`config.mk`:
```
export PLATFORM = sky130hd
export DESIGN_NAME = mux_segment_counter_flat
export DESIGN_NICKNAME = d
export VERILOG_FILES = /design/src/rtl/mux_segment_counter_if.sv /design/src/rtl/mux_segment_counter.sv /design/src/flat_wrapper.sv
export SDC_FILE = /design/constraint.sdc
export NUM_CORES = 1
export LEC_CHECK = 0
export BUFFER_PORTS_ARGS = -buffer_cell sky130_fd_sc_hd__buf_2
export CORE_MARGIN = 10
export CORE_UTILIZATION = 35
export DETAILED_ROUTE_END_ITERATION = 10
export PLACE_DENSITY = 0.51
export SLEW_MARGIN = 20
export SYNTH_ARGS = -nofsm -noshare
export SYNTH_HDL_FRONTEND = slang
export SYNTH_SLANG_ARGS = --single-unit
```
`constraint.sdc`:
```
create_clock -name clk_i -period 4 [get_ports clk_i]
set_input_delay 0.6 -clock clk_i [delete_from_list [all_inputs] [get_ports clk_i]]
set_output_delay 0.6 -clock clk_i [all_outputs]
set_load 0.02 [all_outputs]
```
`src/rtl/mux_segment_counter_if.sv`:
```
// Bundle of the counter's control inputs and the display/value outputs.
// The design drives the slave side; a board wrapper or bench drives the master side.
interface mux_segment_counter_if #(
  parameter int DIGITS = 4
);
  logic                  en;
  logic                  up;
  logic                  clr;
  logic                  load;
  logic [4*DIGITS-1:0]   load_val;
  logic [4*DIGITS-1:0]   value;
  logic                  tick;
  logic                  carry;
  logic [6:0]            seg;
  logic [DIGITS-1:0]     dig;

  modport master (
    output en, up, clr, load, load_val,
    input  value, tick, carry, seg, dig
  );

  modport slave (
    input  en, up, clr, load, load_val,
    output value, tick, carry, seg, dig
  );
endinterface

```
`src/rtl/mux_segment_counter.sv`:
```
// Multi-digit hex/BCD up/down counter with prescaled tick, load/clear, and a
// time-multiplexed 7-segment display driver with one-hot digit enables.
module mux_segment_counter #(
  parameter int DIGITS         = 4,
  parameter int BASE           = 16,
  parameter int TICK_DIV       = 3200000,
  parameter int SCAN_DIV       = 16000,
  parameter int BLANK_LZ       = 0,
  parameter int SEG_ACTIVE_LOW = 0,
  parameter int DIG_ACTIVE_LOW = 1
) (
  input logic                  clk_i,
  input logic                  rst_ni,
  mux_segment_counter_if.slave bus
);

  localparam int VW = 4 * DIGITS;
  localparam int PW = $clog2(TICK_DIV);
  localparam int SW = $clog2(SCAN_DIV);
  localparam int IW = (DIGITS > 1) ? $clog2(DIGITS) : 1;

  localparam logic [PW-1:0] PRESC_LAST = PW'(TICK_DIV - 1);
  localparam logic [SW-1:0] SCAN_LAST  = SW'(SCAN_DIV - 1);
  localparam logic [IW-1:0] IDX_LAST   = IW'(DIGITS - 1);
  localparam logic [3:0]    DMAX       = 4'(BASE - 1);

  function automatic logic [6:0] glyph(input logic [3:0] d);
    case (d)
      4'h0: glyph = 7'h3F;
      4'h1: glyph = 7'h06;
      4'h2: glyph = 7'h5B;
      4'h3: glyph = 7'h4F;
      4'h4: glyph = 7'h66;
      4'h5: glyph = 7'h6D;
      4'h6: glyph = 7'h7D;
      4'h7: glyph = 7'h07;
      4'h8: glyph = 7'h7F;
      4'h9: glyph = 7'h6F;
      4'hA: glyph = 7'h77;
      4'hB: glyph = 7'h7C;
      4'hC: glyph = 7'h39;
      4'hD: glyph = 7'h5E;
      4'hE: glyph = 7'h79;
      4'hF: glyph = 7'h71;
    endcase
  endfunction

  // In BCD mode a loaded nibble above 9 saturates to 9.
  function automatic logic [VW-1:0] clamp_load(input logic [VW-1:0] v);
    clamp_load = v;
    for (int k = 0; k < DIGITS; k++) begin
      if (BASE == 10 && v[4*k +: 4] > 4'd9) clamp_load[4*k +: 4] = 4'd9;
    end
  endfunction

  logic [PW-1:0] presc_q, presc_d;
  logic [VW-1:0] value_q, value_d;
  logic          tick_q, tick_d;
  logic          carry_q, carry_d;
  logic [SW-1:0] scan_q, scan_d;
  logic [IW-1:0] idx_q, idx_d;
  logic [6:0]    seg_q, seg_d;
  logic [DIGITS-1:0] dig_q, dig_d;

  logic [VW-1:0] step_val;
  logic          chain;
  logic [3:0]    cur;
  logic          upper_nz;
  logic          blank;

  // Ripple +/-1 across all digits; chain left set means every digit wrapped.
  always_comb begin
    step_val = value_q;
    chain    = 1'b1;
    cur      = 4'd0;
    for (int k = 0; k < DIGITS; k++) begin
      cur = value_q[4*k +: 4];
      if (chain) begin
        if (bus.up) begin
          if (cur == DMAX) begin
            step_val[4*k +: 4] = 4'd0;
          end else begin
            step_val[4*k +: 4] = cur + 4'd1;
            chain = 1'b0;
          end
        end else begin
          if (cur == 4'd0) begin
            step_val[4*k +: 4] = DMAX;
          end else begin
            step_val[4*k +: 4] = cur - 4'd1;
            chain = 1'b0;
          end
        end
      end
    end
  end

  always_comb begin
    value_d = value_q;
    presc_d = presc_q;
    tick_d  = 1'b0;
    carry_d = 1'b0;
    if (bus.clr) begin
      value_d = '0;
      presc_d = '0;
    end else if (bus.load) begin
      value_d = clamp_load(bus.load_val);
      presc_d = '0;
    end else if (bus.en) begin
      if (presc_q == PRESC_LAST) begin
        presc_d = '0;
        value_d = step_val;
        tick_d  = 1'b1;
        carry_d = chain;
      end else begin
        presc_d = presc_q + 1'b1;
      end
    end
  end

  always_comb begin
    scan_d = scan_q + 1'b1;
    idx_d  = idx_q;
    if (scan_q == SCAN_LAST) begin
      scan_d = '0;
      idx_d  = (idx_q == IDX_LAST) ? '0 : idx_q + 1'b1;
    end
  end

  // SEG/DIG are built from next-state index and value so the registered
  // outputs always show the digit of the value currently held in value_q.
  always_comb begin
    upper_nz = 1'b0;
    for (int k = 0; k < DIGITS; k++) begin
      if (k >= int'(idx_d) && value_d[4*k +: 4] != 4'd0) upper_nz = 1'b1;
    end
    blank  = (BLANK_LZ != 0) && (idx_d != '0) && !upper_nz;
    seg_d  = blank ? 7'h00 : glyph(value_d[4*idx_d +: 4]);
    dig_d  = '0;
    dig_d[idx_d] = 1'b1;
  end

  always_ff @(posedge clk_i or negedge rst_ni) begin
    if (!rst_ni) begin
      presc_q <= '0;
      value_q <= '0;
      tick_q  <= 1'b0;
      carry_q <= 1'b0;
      scan_q  <= '0;
      idx_q   <= '0;
      seg_q   <= 7'h3F;
      dig_q   <= DIGITS'(1);
    end else begin
      presc_q <= presc_d;
      value_q <= value_d;
      tick_q  <= tick_d;
      carry_q <= carry_d;
      scan_q  <= scan_d;
      idx_q   <= idx_d;
      seg_q   <= seg_d;
      dig_q   <= dig_d;
    end
  end

  assign bus.value = value_q;
  assign bus.tick  = tick_q;
  assign bus.carry = carry_q;
  assign bus.seg   = seg_q ^ {7{(SEG_ACTIVE_LOW != 0)}};
  assign bus.dig   = dig_q ^ {DIGITS{(DIG_ACTIVE_LOW != 0)}};

endmodule

```
`src/flat_wrapper.sv`:
```
// flat-port wrapper written by rule: the top's interface ports become plain ports
module mux_segment_counter_flat 
#(
  parameter int DIGITS         = 4,
  parameter int BASE           = 16,
  parameter int TICK_DIV       = 3200000,
  parameter int SCAN_DIV       = 16000,
  parameter int BLANK_LZ       = 0,
  parameter int SEG_ACTIVE_LOW = 0,
  parameter int DIG_ACTIVE_LOW = 1
)
  (clk_i, rst_ni, bus_en, bus_up, bus_clr, bus_load, bus_load_val, bus_value, bus_tick, bus_carry, bus_seg, bus_dig);
  mux_segment_counter_if #(.DIGITS(DIGITS)) bus_i ();
  input logic clk_i;
  input logic rst_ni;
  input wire logic [$bits(bus_i.en)-1:0] bus_en;
  input wire logic [$bits(bus_i.up)-1:0] bus_up;
  input wire logic [$bits(bus_i.clr)-1:0] bus_clr;
  input wire logic [$bits(bus_i.load)-1:0] bus_load;
  input wire logic [$bits(bus_i.load_val)-1:0] bus_load_val;
  output wire logic [$bits(bus_i.value)-1:0] bus_value;
  output wire logic [$bits(bus_i.tick)-1:0] bus_tick;
  output wire logic [$bits(bus_i.carry)-1:0] bus_carry;
  output wire logic [$bits(bus_i.seg)-1:0] bus_seg;
  output wire logic [$bits(bus_i.dig)-1:0] bus_dig;
  assign bus_i.en = bus_en;
  assign bus_i.up = bus_up;
  assign bus_i.clr = bus_clr;
  assign bus_i.load = bus_load;
  assign bus_i.load_val = bus_load_val;
  assign bus_value = bus_i.value;
  assign bus_tick = bus_i.tick;
  assign bus_carry = bus_i.carry;
  assign bus_seg = bus_i.seg;
  assign bus_dig = bus_i.dig;
  mux_segment_counter #(.DIGITS(DIGITS), .BASE(BASE), .TICK_DIV(TICK_DIV), .SCAN_DIV(SCAN_DIV), .BLANK_LZ(BLANK_LZ), .SEG_ACTIVE_LOW(SEG_ACTIVE_LOW), .DIG_ACTIVE_LOW(DIG_ACTIVE_LOW)) u_core (.clk_i(clk_i), .rst_ni(rst_ni), .bus(bus_i));
endmodule
```
==> qor.csv <==
metric,value,unit
outcome,"complete, no violations",
finalWorstPathRequiredPeriod,3640,ps
avgSynthCellArea,9.26,um^2
antenna_found_initial,0,
end_kind,flip-flop,
ctsHoldBuffers,0,
netlist.area_leader.share,34.6,%
p_leak,2.35,nW
crit_top_cell,inv_1,
slew_headroom,35.5,%
async_flop_share,100,%
dieArea,17300,um^2
cp_top_family,compound AO/OA/AOI/OAI gates,
placed_cells,689,
grt_util_all_layers,14.0,%
num_vias,3802,
criticalPathCategory,reg2reg,
grt_pass1_wl,20000,um
drive_gt1_share,21.4,%
initial_core_util,36.0,%
finalSetupTns,0,ps
path_buf_inv,3,
path_max_fanout,6,
yosys-top-cells-count,"61 x nor2_1, 60 x dfrtp_1, 33 x inv_1",
synth_most_common_cell,nor2_1,
diodes,0,
die_w,131,um
place.gp.congestion,0.812,
fin_crit_sh,91.1,%
clk_latency,340,ps
via_per_inst,5.39,
synth-warning-count,0,
yosys-top-cells-area,"dfrtp_1 35%, nor2_1 5.3%, ha_1 5.2%",
cts_tree,built,
slowest_delay,650,ps
irDropWorstVdd,0.168,mV
layout_setup_ws,355,ps
min_path_type,in2async,
fmax,0.274,GHz
yosysUniqueCellTypes,74,
power.density,358,nW/um^2
overflow,0,
final_nets,572,
io_pins,51,
final_util,43.1,%
synth_area_leader_cell,dfrtp_1,
die_h,131,um
synth-edff-count,0,
drv_slew,0,
instances_no_fill,705,
numPortBuffers,50,
wl_per_cell,17.1,um
synthCells,469,
path_clk_slew,60,ps
synthesis.nets,509,
wirelength,12100,um
hpwl,8960,um
hold_viol,0,
clk_path_buf_depth,2,
cp_cell_sequence,inv_1 > ha_1 > or4b_2 > a222oi_1 > and3_1 > a31o_2 > nor4b_1 > a211o_1 > inv_1 > ha_1 > inv_1 > a221oi_1 > o221ai_1,
core_area,12100,um^2
rr_endpoint,u_core.bus.seg[0],
slowest_stage,or4b_2,
r2r_setup_slack,360,ps
route.detailed.drc,0,
r2r_start,u_core.bus.value[9],
synthesis.area,4340,um^2
drt_iter0_markers,302,
holdWs,108,ps
clock_sinks,67,
syn2layout_area_growth,19.6,%
arrival,3890,ps
synth_ff_type,dfrtp_1,
rsz0062_at_grt,no,
dr.pass1.iters,4,
dp_slack,205,ps
setup_viol,0,
grt_pass1_vias,3783,
cp_data_required_time,4250,ps
reg2regPathDepth,13,
fin_skew,5.23,ps
critPathLaunchType,flip-flop,
tightest_slew,958,ps
synth_seq_cells,67,
ant_nets,0,
grt_max_degree,32,
cts_buffers,9,
h-tree-depth,3,
cts_root_buffer,clkbuf_16,
rows,40,
maxCapViolCount,0,
yosysSeqAreaShare,38.8,%
layout by cell type (no fill, tap or decap), types with 3 or more instances in the layout:
cell type  count
o21bai_1       3
nor3_1        10
xnor2_1       12
a22o_1         3
o311a_1        3
nor2_1        61
dfrtp_1       60
mux2i_1       16
and3_1        11
and4_1         4
o21ai_0       15
ha_1          18
nor2b_1        7
nand3_1       15
and2_1         6
o31ai_1        6
nand4_1       22
a31o_2         3
nor4_1         4
a311oi_1       4
a21oi_1       19
buf_2         50
mux2_2         3
xor2_1        20
clkbuf_16      9
or2_2          3
nand2_1       27
dfstp_2        7
buf_4         18
inv_1         33
kinds of logic (layout without fill, tap and decap cells):
kind of cell / after synthesis / count (layout) / synth area share [%]
compound gates: 93 / 93 / 16.8
simple gates: 188 / 188 / 22.8
mux: 21 / 21 / 5.24
fa+ha+maj: 18 / 18 / 5.18
flops: 67 / 67 / 38.8
xor+xnor: 32 / 32 / 6.45
buf+inv: 50 / 118 / 4.72
timing repair:
item                       4_1_cts  5_1_grt
buffers inserted                 0        0
resized for setup                0        1
setup endpoints to repair        0        1
routing by layer:
| metal | share of wire (%) | GRT usage [%] | up-vias | wire length (um) |
|---|---|---|---|---|
| met5 | 0 | 0 | - | 0 |
| met4 | 2.3 | 5.62 | 0 | 280 |
| met3 | 4.8 | 3.43 | 23 | 580 |
| met2 | 45 | 21.8 | 99 | 5470 |
| met1 | 48 | 18.2 | 1838 | 5750 |
| li1 | - | - | 1842 | - |
registers in the layout, summed over array words and instances (netlist names):
name / cells
u_core.bus.seg: 7
u_core.presc_q: 22
u_core.scan_q: 14
u_core.idx_q: 2
u_core.bus.value: 16
u_core.bus.tick: 1
u_core.bus.carry: 1
u_core.dig_q: 4
worst max path at each step:
stage / startpoint / endpoint / depth (start not counted)
after floorplan: bus_up / u_core.bus.seg[0] / 13
after global placement: bus_up / u_core.bus.seg[0] / 12
after detailed placement: bus_up / u_core.bus.seg[0] / 12
after CTS: u_core.bus.value[8] / u_core.bus.seg[0] / 13
after global routing: u_core.bus.value[9] / u_core.bus.seg[0] / 13
final: u_core.bus.value[9] / u_core.bus.seg[0] / 13
area by class of cell:
type / count / area [um^2]
Sequential cell: 67 / 1690
Fill cell: 1163 / 6870
Inverter: 34 / 128
Clock inverter: 4 / 72.6
Timing Repair Buffer: 68 / 385
Multi-Input combinational cell: 352 / 2460
Tap cell: 168 / 210
Clock buffer: 12 / 256
where the power goes:
group	internal, mW	switching (mW)
Sequential	0.702	0.0185
Combinational	0.0949	0.158
Clock	0.579	0.308
Total	1.38	0.484
per-stage QoR:
step	area (um^2)	power, mW
after global routing	5200	1.93
after floorplan	4340	0.893
after detailed placement	4860	0.987
after CTS	5190	1.87
after global placement	4860	0.985
final	5200	1.86
Power figures use the tool's default switching activity.
